**config.mk**
```make
export PLATFORM = sky130hd
export DESIGN_NAME = muldiv_iter_unit
export DESIGN_NICKNAME = d
export VERILOG_FILES = /design/src/rtl/muldiv_pkg.sv /design/src/rtl/muldiv_step.sv /design/src/rtl/muldiv_iter_unit.sv
export SDC_FILE = /design/constraint.sdc
export NUM_CORES = 1
export LEC_CHECK = 0
export CAP_MARGIN = 20
export CORE_MARGIN = 3
export CORE_UTILIZATION = 30
export DETAILED_ROUTE_END_ITERATION = 6
export MAX_ROUTING_LAYER = met4
export PLACE_DENSITY = 0.48
export SKIP_LAST_GASP = 1
export SYNTH_ARGS = -nofsm -noshare
export SYNTH_HDL_FRONTEND = slang
export SYNTH_SLANG_ARGS = --single-unit
```
**constraint.sdc**
```tcl
create_clock -name clk -period 11.65 [get_ports clk]
set_input_delay 1.165 -clock clk [delete_from_list [all_inputs] [get_ports clk]]
set_output_delay 1.165 -clock clk [all_outputs]
set_load 0.02 [all_outputs]
```
**src/rtl/muldiv_pkg.sv**
```systemverilog
// muldiv_pkg: op and state encodings plus op decode helpers for the iterative multiply/divide unit
package muldiv_pkg;
  typedef enum logic [1:0] {OP_MULT = 2'b00, OP_MULTU = 2'b01, OP_DIV = 2'b10, OP_DIVU = 2'b11} op_t;
  typedef enum logic [1:0] {S_IDLE = 2'b00, S_RUN = 2'b01, S_FIX = 2'b10} state_t;
  function automatic logic is_div(input op_t o);
    return o == OP_DIV || o == OP_DIVU;
  endfunction
  function automatic logic is_signed(input op_t o);
    return o == OP_MULT || o == OP_DIV;
  endfunction
endpackage

```
**src/rtl/muldiv_step.sv**
```systemverilog
// muldiv_step: one iteration, shift-add for multiply or restoring shift-subtract for divide
module muldiv_step #(
  parameter int WIDTH = 32
) (
  input  logic             div,
  input  logic [WIDTH-1:0] acc,
  input  logic [WIDTH-1:0] q,
  input  logic [WIDTH-1:0] m,
  output logic [WIDTH-1:0] acc_n,
  output logic [WIDTH-1:0] q_n
);
  logic [WIDTH:0] sum, sh, diff;
  assign sum  = {1'b0, acc} + (q[0] ? {1'b0, m} : '0);
  assign sh   = {acc, q[WIDTH-1]};
  assign diff = sh - {1'b0, m};
  // diff[WIDTH] set means the trial subtract went negative, so the shifted remainder is kept
  always_comb begin
    acc_n = div ? (diff[WIDTH] ? sh[WIDTH-1:0] : diff[WIDTH-1:0]) : sum[WIDTH:1];
    q_n   = div ? {q[WIDTH-2:0], ~diff[WIDTH]} : {sum[0], q[WIDTH-1:1]};
  end
endmodule

```
**src/rtl/muldiv_iter_unit.sv**
```systemverilog
// muldiv_iter_unit: iterative MULT/MULTU/DIV/DIVU over magnitudes with HI/LO result registers
module muldiv_iter_unit
  import muldiv_pkg::*;
#(
  parameter int WIDTH = 32
) (
  input  logic             clk,
  input  logic             rst,
  input  logic             start,
  input  logic [1:0]       op,
  input  logic [WIDTH-1:0] a,
  input  logic [WIDTH-1:0] b,
  input  logic             mthi,
  input  logic             mtlo,
  input  logic [WIDTH-1:0] mt_wd,
  output logic             busy,
  output logic             done,
  output logic             div_zero,
  output logic [WIDTH-1:0] hi,
  output logic [WIDTH-1:0] lo
);
  localparam int CW = $clog2(WIDTH);
  state_t state, state_n;
  op_t op_in, op_r;
  logic sa, sb, neg_q, neg_r, zero_r, last;
  logic [WIDTH-1:0] ma, mb, acc, q, m, acc_n, q_n;
  logic [CW-1:0] cnt;
  logic [2*WIDTH-1:0] prod;
  assign op_in = op_t'(op);
  assign sa    = is_signed(op_in) & a[WIDTH-1];
  assign sb    = is_signed(op_in) & b[WIDTH-1];
  assign ma    = sa ? -a : a;
  assign mb    = sb ? -b : b;
  assign last  = cnt == CW'(WIDTH - 1);
  assign prod  = neg_q ? -{acc, q} : {acc, q};
  assign busy  = state != S_IDLE;
  muldiv_step #(.WIDTH(WIDTH)) u_step (
    .div  (is_div(op_r)),
    .acc  (acc),
    .q    (q),
    .m    (m),
    .acc_n(acc_n),
    .q_n  (q_n)
  );
  always_comb begin
    state_n = (state == S_IDLE && start) ? S_RUN :
              (state == S_RUN && last)   ? S_FIX :
              (state == S_FIX)           ? S_IDLE : state;
  end
  always_ff @(posedge clk or posedge rst) begin
    if (rst) state <= S_IDLE;
    else state <= state_n;
  end
  // divide keeps the remainder in acc and builds the quotient in q; multiply builds {acc,q}
  always_ff @(posedge clk or posedge rst) begin
    if (rst) begin
      op_r     <= OP_MULT;
      neg_q    <= 1'b0;
      neg_r    <= 1'b0;
      zero_r   <= 1'b0;
      acc      <= '0;
      q        <= '0;
      m        <= '0;
      cnt      <= '0;
      done     <= 1'b0;
      div_zero <= 1'b0;
      hi       <= '0;
      lo       <= '0;
    end else begin
      done     <= state == S_FIX;
      div_zero <= state == S_FIX && is_div(op_r) && zero_r;
      if (state == S_IDLE) begin
        if (mthi) hi <= mt_wd;
        if (mtlo) lo <= mt_wd;
        if (start) begin
          op_r   <= op_in;
          neg_q  <= sa ^ sb;
          neg_r  <= sa;
          zero_r <= b == '0;
          m      <= is_div(op_in) ? mb : ma;
          q      <= is_div(op_in) ? ma : mb;
          acc    <= '0;
          cnt    <= '0;
        end
      end else if (state == S_RUN) begin
        acc <= acc_n;
        q   <= q_n;
        cnt <= cnt + 1'b1;
      end else if (state == S_FIX) begin
        if (!is_div(op_r)) {hi, lo} <= prod;
        else if (!zero_r) begin
          hi <= neg_r ? -acc : acc;
          lo <= prod[WIDTH-1:0];
        end
      end
    end
  end
endmodule

```
# Word level (Yosys, flattened, before mapping)
# Cells that the tools add are included.
op_classes:
  bitwise: 4
  n_eq_ne: 12
  add_sub_neg: 7
  reduce_logical: 18
  mux: 34
ops:
  columns: ["operator", "n"]
  rows:
  - ["2-to-1 mux 32 bit", 27]
  - ["negator 32 bit", 3]
  - ["2-to-1 mux 64 bit", 1]
  - ["negator 64 bit", 1]
  - ["adder 32 x 33 -> 33 bit", 1]
  - ["subtractor 33 x 32 -> 33 bit", 1]
  - ["logical NOT 32 bit", 1]
  - ["2-to-1 mux 5 bit", 3]
  - ["== test 2 bit (second input constant)", 5]
  - ["inequality test 2 bit (second input constant)", 4]
  - ["AND reduction 4 bit", 2]
  - ["2-to-1 mux 2 bit", 3]
  - ["nonzero test 2 bit", 3]
  - ["adder 5 x 1 -> 5 bit (second input constant)", 1]
  - ["== test 5 bit (second input constant)", 1]
  - ["logical AND 1 bit", 4]
  - ["logical NOT 2 bit", 2]
  - ["AND reduction 2 bit", 2]
  - ["logical OR 1 bit", 3]
  - ["inequality test 3 bit (second input constant)", 1]
  - ["nonzero test 3 bit", 1]
  - ["bitwise AND 1 bit", 2]
  - ["== test 2 x 1 -> 1 bit (second input constant)", 1]
  - ["NOT 1 bit", 1]
  - ["bitwise XOR 1 bit", 1]
totals:
  inputBits: 103
  output_inout_bits: 67
  register_bits: 174

# Longest topological paths before layout
depth:
  depth_word: 7
  mapped_depth: 14
  ltp_nobuf: 13

# Modules after synthesis
# From an unflattened synthesis, not the netlist that was laid out.
hier_totals:
  cells_unflattened: 1901
  area_unflattened_um2: 15471.1
by_module_without_submodules:
  columns: ["mod", "n_inst", "cells_each", "area_each_um2"]
  rows:
  - ["muldiv_iter_unit", 1, 1219, 10767.8]
  - ["muldiv_step", 1, 682, 4703.3]

# Least setup slack after synthesis
# Ideal clock, no wire load.
synth_path:
  kind: "input port to flip-flop"
  from: "in b[8]"
  to: "reg m[29]"
  stages: 9
  setup_time_ns: 0.118
  required_ns: 11.532
  path_slack_ns: 7.863
  arrival_ns: 3.669
  path_cell_list: "or4_1 > or4_1 > clkbuf_1 > nor4_1 > nand2_1 > o41ai_1 > xor2_1 > a211oi_1 > a21o_1"
synth_between:
  elab_chain_len: 3
synth_lines:
  columns: ["element", "line_no", "text"]
  rows:
  - ["start: declaration", "muldiv_iter_unit.sv:12", "input logic [WIDTH-1:0] b,"]
  - ["negator 32 bit", "muldiv_iter_unit.sv:33", "assign mb = sb ? -b : b;"]
  - ["2-to-1 mux 32 bit", "muldiv_iter_unit.sv:33", null]
  - ["2-to-1 mux 32 bit", "muldiv_iter_unit.sv:80", "m <= is_div(op_in) ? mb : ma;"]
  - ["end signal: assignment", "muldiv_iter_unit.sv:80", null]
  - ["end: declaration", "muldiv_iter_unit.sv:26", "logic [WIDTH-1:0] ma, mb, acc, q, m, acc_n, q_n;"]
# No other way between the ends.
# A chain may end at the register's enable or synchronous reset.

# Worst setup path in the final report
layout_path:
  from: "reg acc[4]"
  to: "reg acc[0]"
layout_between:
  elab_chain_len: 5
layout_lines:
  columns: ["element", "line_no", "text"]
  rows:
  - ["start: declaration", "muldiv_iter_unit.sv:26", null]
  - ["start signal: assignment", "muldiv_iter_unit.sv:86", "acc <= acc_n;"]
  - ["subtractor 33 x 32 -> 33 bit", "muldiv_step.sv:15", "assign diff = sh - {1'b0, m};"]
  - ["2-to-1 mux 32 bit (2 in a row)", "muldiv_step.sv:18", "acc_n = div ? (diff[WIDTH] ? sh[WIDTH-1:0] : diff[WIDTH-1:0]) : sum[WIDTH:1];"]
  - ["2-to-1 mux 32 bit", "muldiv_iter_unit.sv:85", "end else if (state == S_RUN) begin"]
  - ["2-to-1 mux 32 bit", "muldiv_iter_unit.sv:72", "if (state == S_IDLE) begin"]
# No other way between the ends. The select of a mux whose other input is x is not followed.

==> out/metrics.cfg <==
[power_and_ir_drop]
p_sw_uw=3104
p_comb_share_pct=67.3
power_per_cell_area_mw_per_mm2=337.0
switching_share_pct=52.21
p_leak_uw=0.007271
p_seq_share_pct=22.8
vdd_drop_max_mv=0.1249
clockPowerShare_pct=10.0
internal-power_uw=2842

[setup_path]
worstPathArrival_ns=4.81
worst_ep_required_time_ns=12.01
cp_max_fo=16
path_buf_inv=1
critical_path_class=reg2reg
critical-path-max-stage-delay_ns=0.64
startpoint_type=flop
cp-end-kind=flop
path_cells=ha_1 > a21o_1 > or3_1 > o221a_2 > o211ai_1 > a211oi_1 > or4_1 > nand3_1 > buf_4 > mux2_2 > o221ai_1
cp_slowest_cell=nand3_1
critPathTopFamily=simple AND/OR/NAND/NOR gates

[detailed_routing]
wl_per_cell_um=21.55
ant_nets=0
wl_mm=57.54
first_pass_iters=5
viasPerCell=5.408
via_count=14440
drt-initial-drc-count=1164
drc=0

[finish]
final_cell_mix=213 x nand2_1, 209 x nor2_1, 193 x o21ai_0
final_common_cell=nand2_1
ff_latch_area_sq_mm=0.004330
drive_above_1_share_pct=4.127
multi_input_area_sq_mm=0.009839
syn_to_final_growth_pct=19.15
fin_util_pct=36.57
fin_nets=2173
fillers=5130

[placed_design]
gp_congestion=0.9411
port_buffers=169
dp_hpwl_mm=45.21

[yosys]
synth_compound_area_share_pct=26.16
synth_top_family_by_area=compound AO/OA/AOI/OAI gates
syn-instance-count=1909
yosysSeqAreaShare_pct=29.24
ys_seq_elements=173
synthFlopType=dfrtp_1
yosys.area_share.simple_pct=18.78
syn_nets=2084
yosysWarnings=0
synth_area_leaders=dfrtp_1 29%, o21ai_0 6.6%, a21oi_1 6.2%
synth.cell_area_sq_mm=0.01481
synth_edf_count=0
avgSynthCellArea_sq_um=7.757
ys_types=70
yosysTopAreaCellShare_pct=29.24
yosysTopAreaCell=dfrtp_1
synth_fa_ha_area_share_pct=6.185
synthMuxAreaShare_pct=4.892
synthXorXnorAreaFrac_pct=10.11
synth-async-reset-ratio_pct=100.0

[sta]
finClkSkew_ns=0.01205
timing.slew.headroom_pct=33.68
setup-tns-final_ns=0
fmax_ghz=0.2251
setup_viol=0
hold_violations=0
tightest_slew_ns=0.9809
fin_crit_ns=4.442
post-route-period-util_pct=38.12
rsz0062_at_grt=false
maxSlewViolCount=0

[job]
drv_cap=0

[clock_tree]
cts_setup_buffers=0
clk_pin_slew_worst_paths_ns=0.08
cts_buffers=17
cts_resized=0
clk_path_buf_depth=2
cts_tree=yes
hold_buffers=0
clk_latency_ns=0.47
cts.sink_count=173
root_buffer=clkbuf_16
htree_levels=4

[outcome]
status=complete, no violations

[global_route]
antenna_found_initial=4
grt_use_total_pct=22.22
first_global_vias=13740
grt_max_degree=80
grt_overflow=0
grt_pass1_wl_mm=87.05

[die]
die_h_um=228.2
initial_core_util_pct=30.69
core_area_sq_mm=0.04825
die_area_sq_mm=0.05206
top_level_ports=170
fp-row-count=80
die_w_um=228.2

[min_path]
hold_class=reg2reg

==> metrics by stage <==
step | instance area (sq um) | total power [uW] | hold WS [ns] | worst slack [ns] | cells
floorplan | 14810 | 4030 | 0.4494 | 5.797 | 1909
global placement | 17050 | 5308 | 0.4658 | 7.139 | 2635
detailed placement | 17050 | 5336 | 0.4700 | 7.156 | 2635
CTS | 17640 | 5949 | 0.4877 | 7.270 | 2667
global route | 17640 | 6434 | 0.5008 | 7.051 | 2670
finish | 17640 | 5946 | 0.4803 | 7.208 | 2670
==> layer usage <==
| metal | part of all wire, % | up-vias | track usage (%) |
|---|---|---|---|
| li1 | - | 7042 | - |
| met1 | 48 | 7032 | 30.98 |
| met2 | 46 | 332 | 34.37 |
| met3 | 4.3 | 34 | 3.156 |
| met4 | 1.7 | 0 | 4.637 |
| met5 | 0 | - | - |
==> tightest hold or removal path: stages (launching register included) <==
cell and delay, ns:
dfrtp_1 0.34, nand2_1 0.04, o21ai_0 0.06
==> power groups by stage <==
stage          logic (uW)  registers, uW  clock network, uW
2_1_floorplan        2770           1260                  0
3_3_place_gp         3950           1360                  0
3_5_place_dp         3970           1370                  0
4_1_cts              3990           1360                605
5_1_grt              4400           1400                632
6_report             4000           1350                593
==> sequential cells by signal, indices dropped and copies added, names as in the netlist <==
register  flops
hi           32
div_zero      1
neg_r         1
lo           32
zero_r        1
cnt           5
m            32
state         2
neg_q         1
op_r          1
acc          32
done          1
q            32
==> final timing paths <==
| path | endpoint | slack, ns | depth (start not counted) | startpoint |
|---|---|---|---|---|
| min reg2reg | m[24] | 0.48 | 2 | m[24] |
| max in group asynchronous | q[12] | 9.15 | 3 | rst |
| min in group asynchronous | lo[15] | 1.21 | 2 | rst |
| min | m[24] | 0.48 | 2 | m[24] |
| max | acc[0] | 7.21 | 11 | acc[4] |
| max reg2reg | acc[0] | 7.21 | 11 | acc[4] |
==> cells in the mapped netlist (all sizes together) (3+ instances only) <==
| master | instances |
|---|---|
| nand2 | 214 |
| nor2 | 211 |
| o21ai | 195 |
| a21oi | 182 |
| dfrtp | 173 |
| clkbuf | 105 |
| xnor2 | 104 |
| ha | 70 |
| xor2 | 67 |
| inv | 60 |
| mux2i | 60 |
| o31ai | 46 |
| nor3 | 37 |
| nand2b | 32 |
| a21o | 30 |
| a22oi | 22 |
| nand3 | 21 |
| o221ai | 20 |
| nand4 | 19 |
| o21a | 17 |
| a211oi | 16 |
| a31oi | 16 |
| o41ai | 16 |
| o211ai | 15 |
| or3 | 15 |
| or4 | 14 |
| buf | 13 |
| nor2b | 12 |
| and2 | 11 |
| mux2 | 11 |
| nor4 | 10 |
| and3 | 9 |
| o21bai | 8 |
| o22a | 8 |
| a211o | 4 |
| a21boi | 4 |
| nor4b | 4 |
| o2111ai | 4 |
| a22o | 3 |
| a32oi | 3 |
| o211a | 3 |
==> area by class of cell <==
type	count	area share, %
Antenna cell	3	0.04255
Clock buffer	19	2.567
Clock inverter	13	0.7375
Inverter	61	1.326
Multi-Input combinational cell	1557	55.77
Sequential cell	173	24.54
Tap cell	656	4.652
Timing Repair Buffer	188	10.37
==> cells by family after synthesis <==
family	after synthesis
AO/OA/AOI/OAI	626
multiplexers	71
AND/OR/NAND/NOR	617
adder cells (fa/ha/maj)	72
XOR/XNOR	171
buffers and inverters	179
flip-flops	173
(Power assumes the default switching activity.)
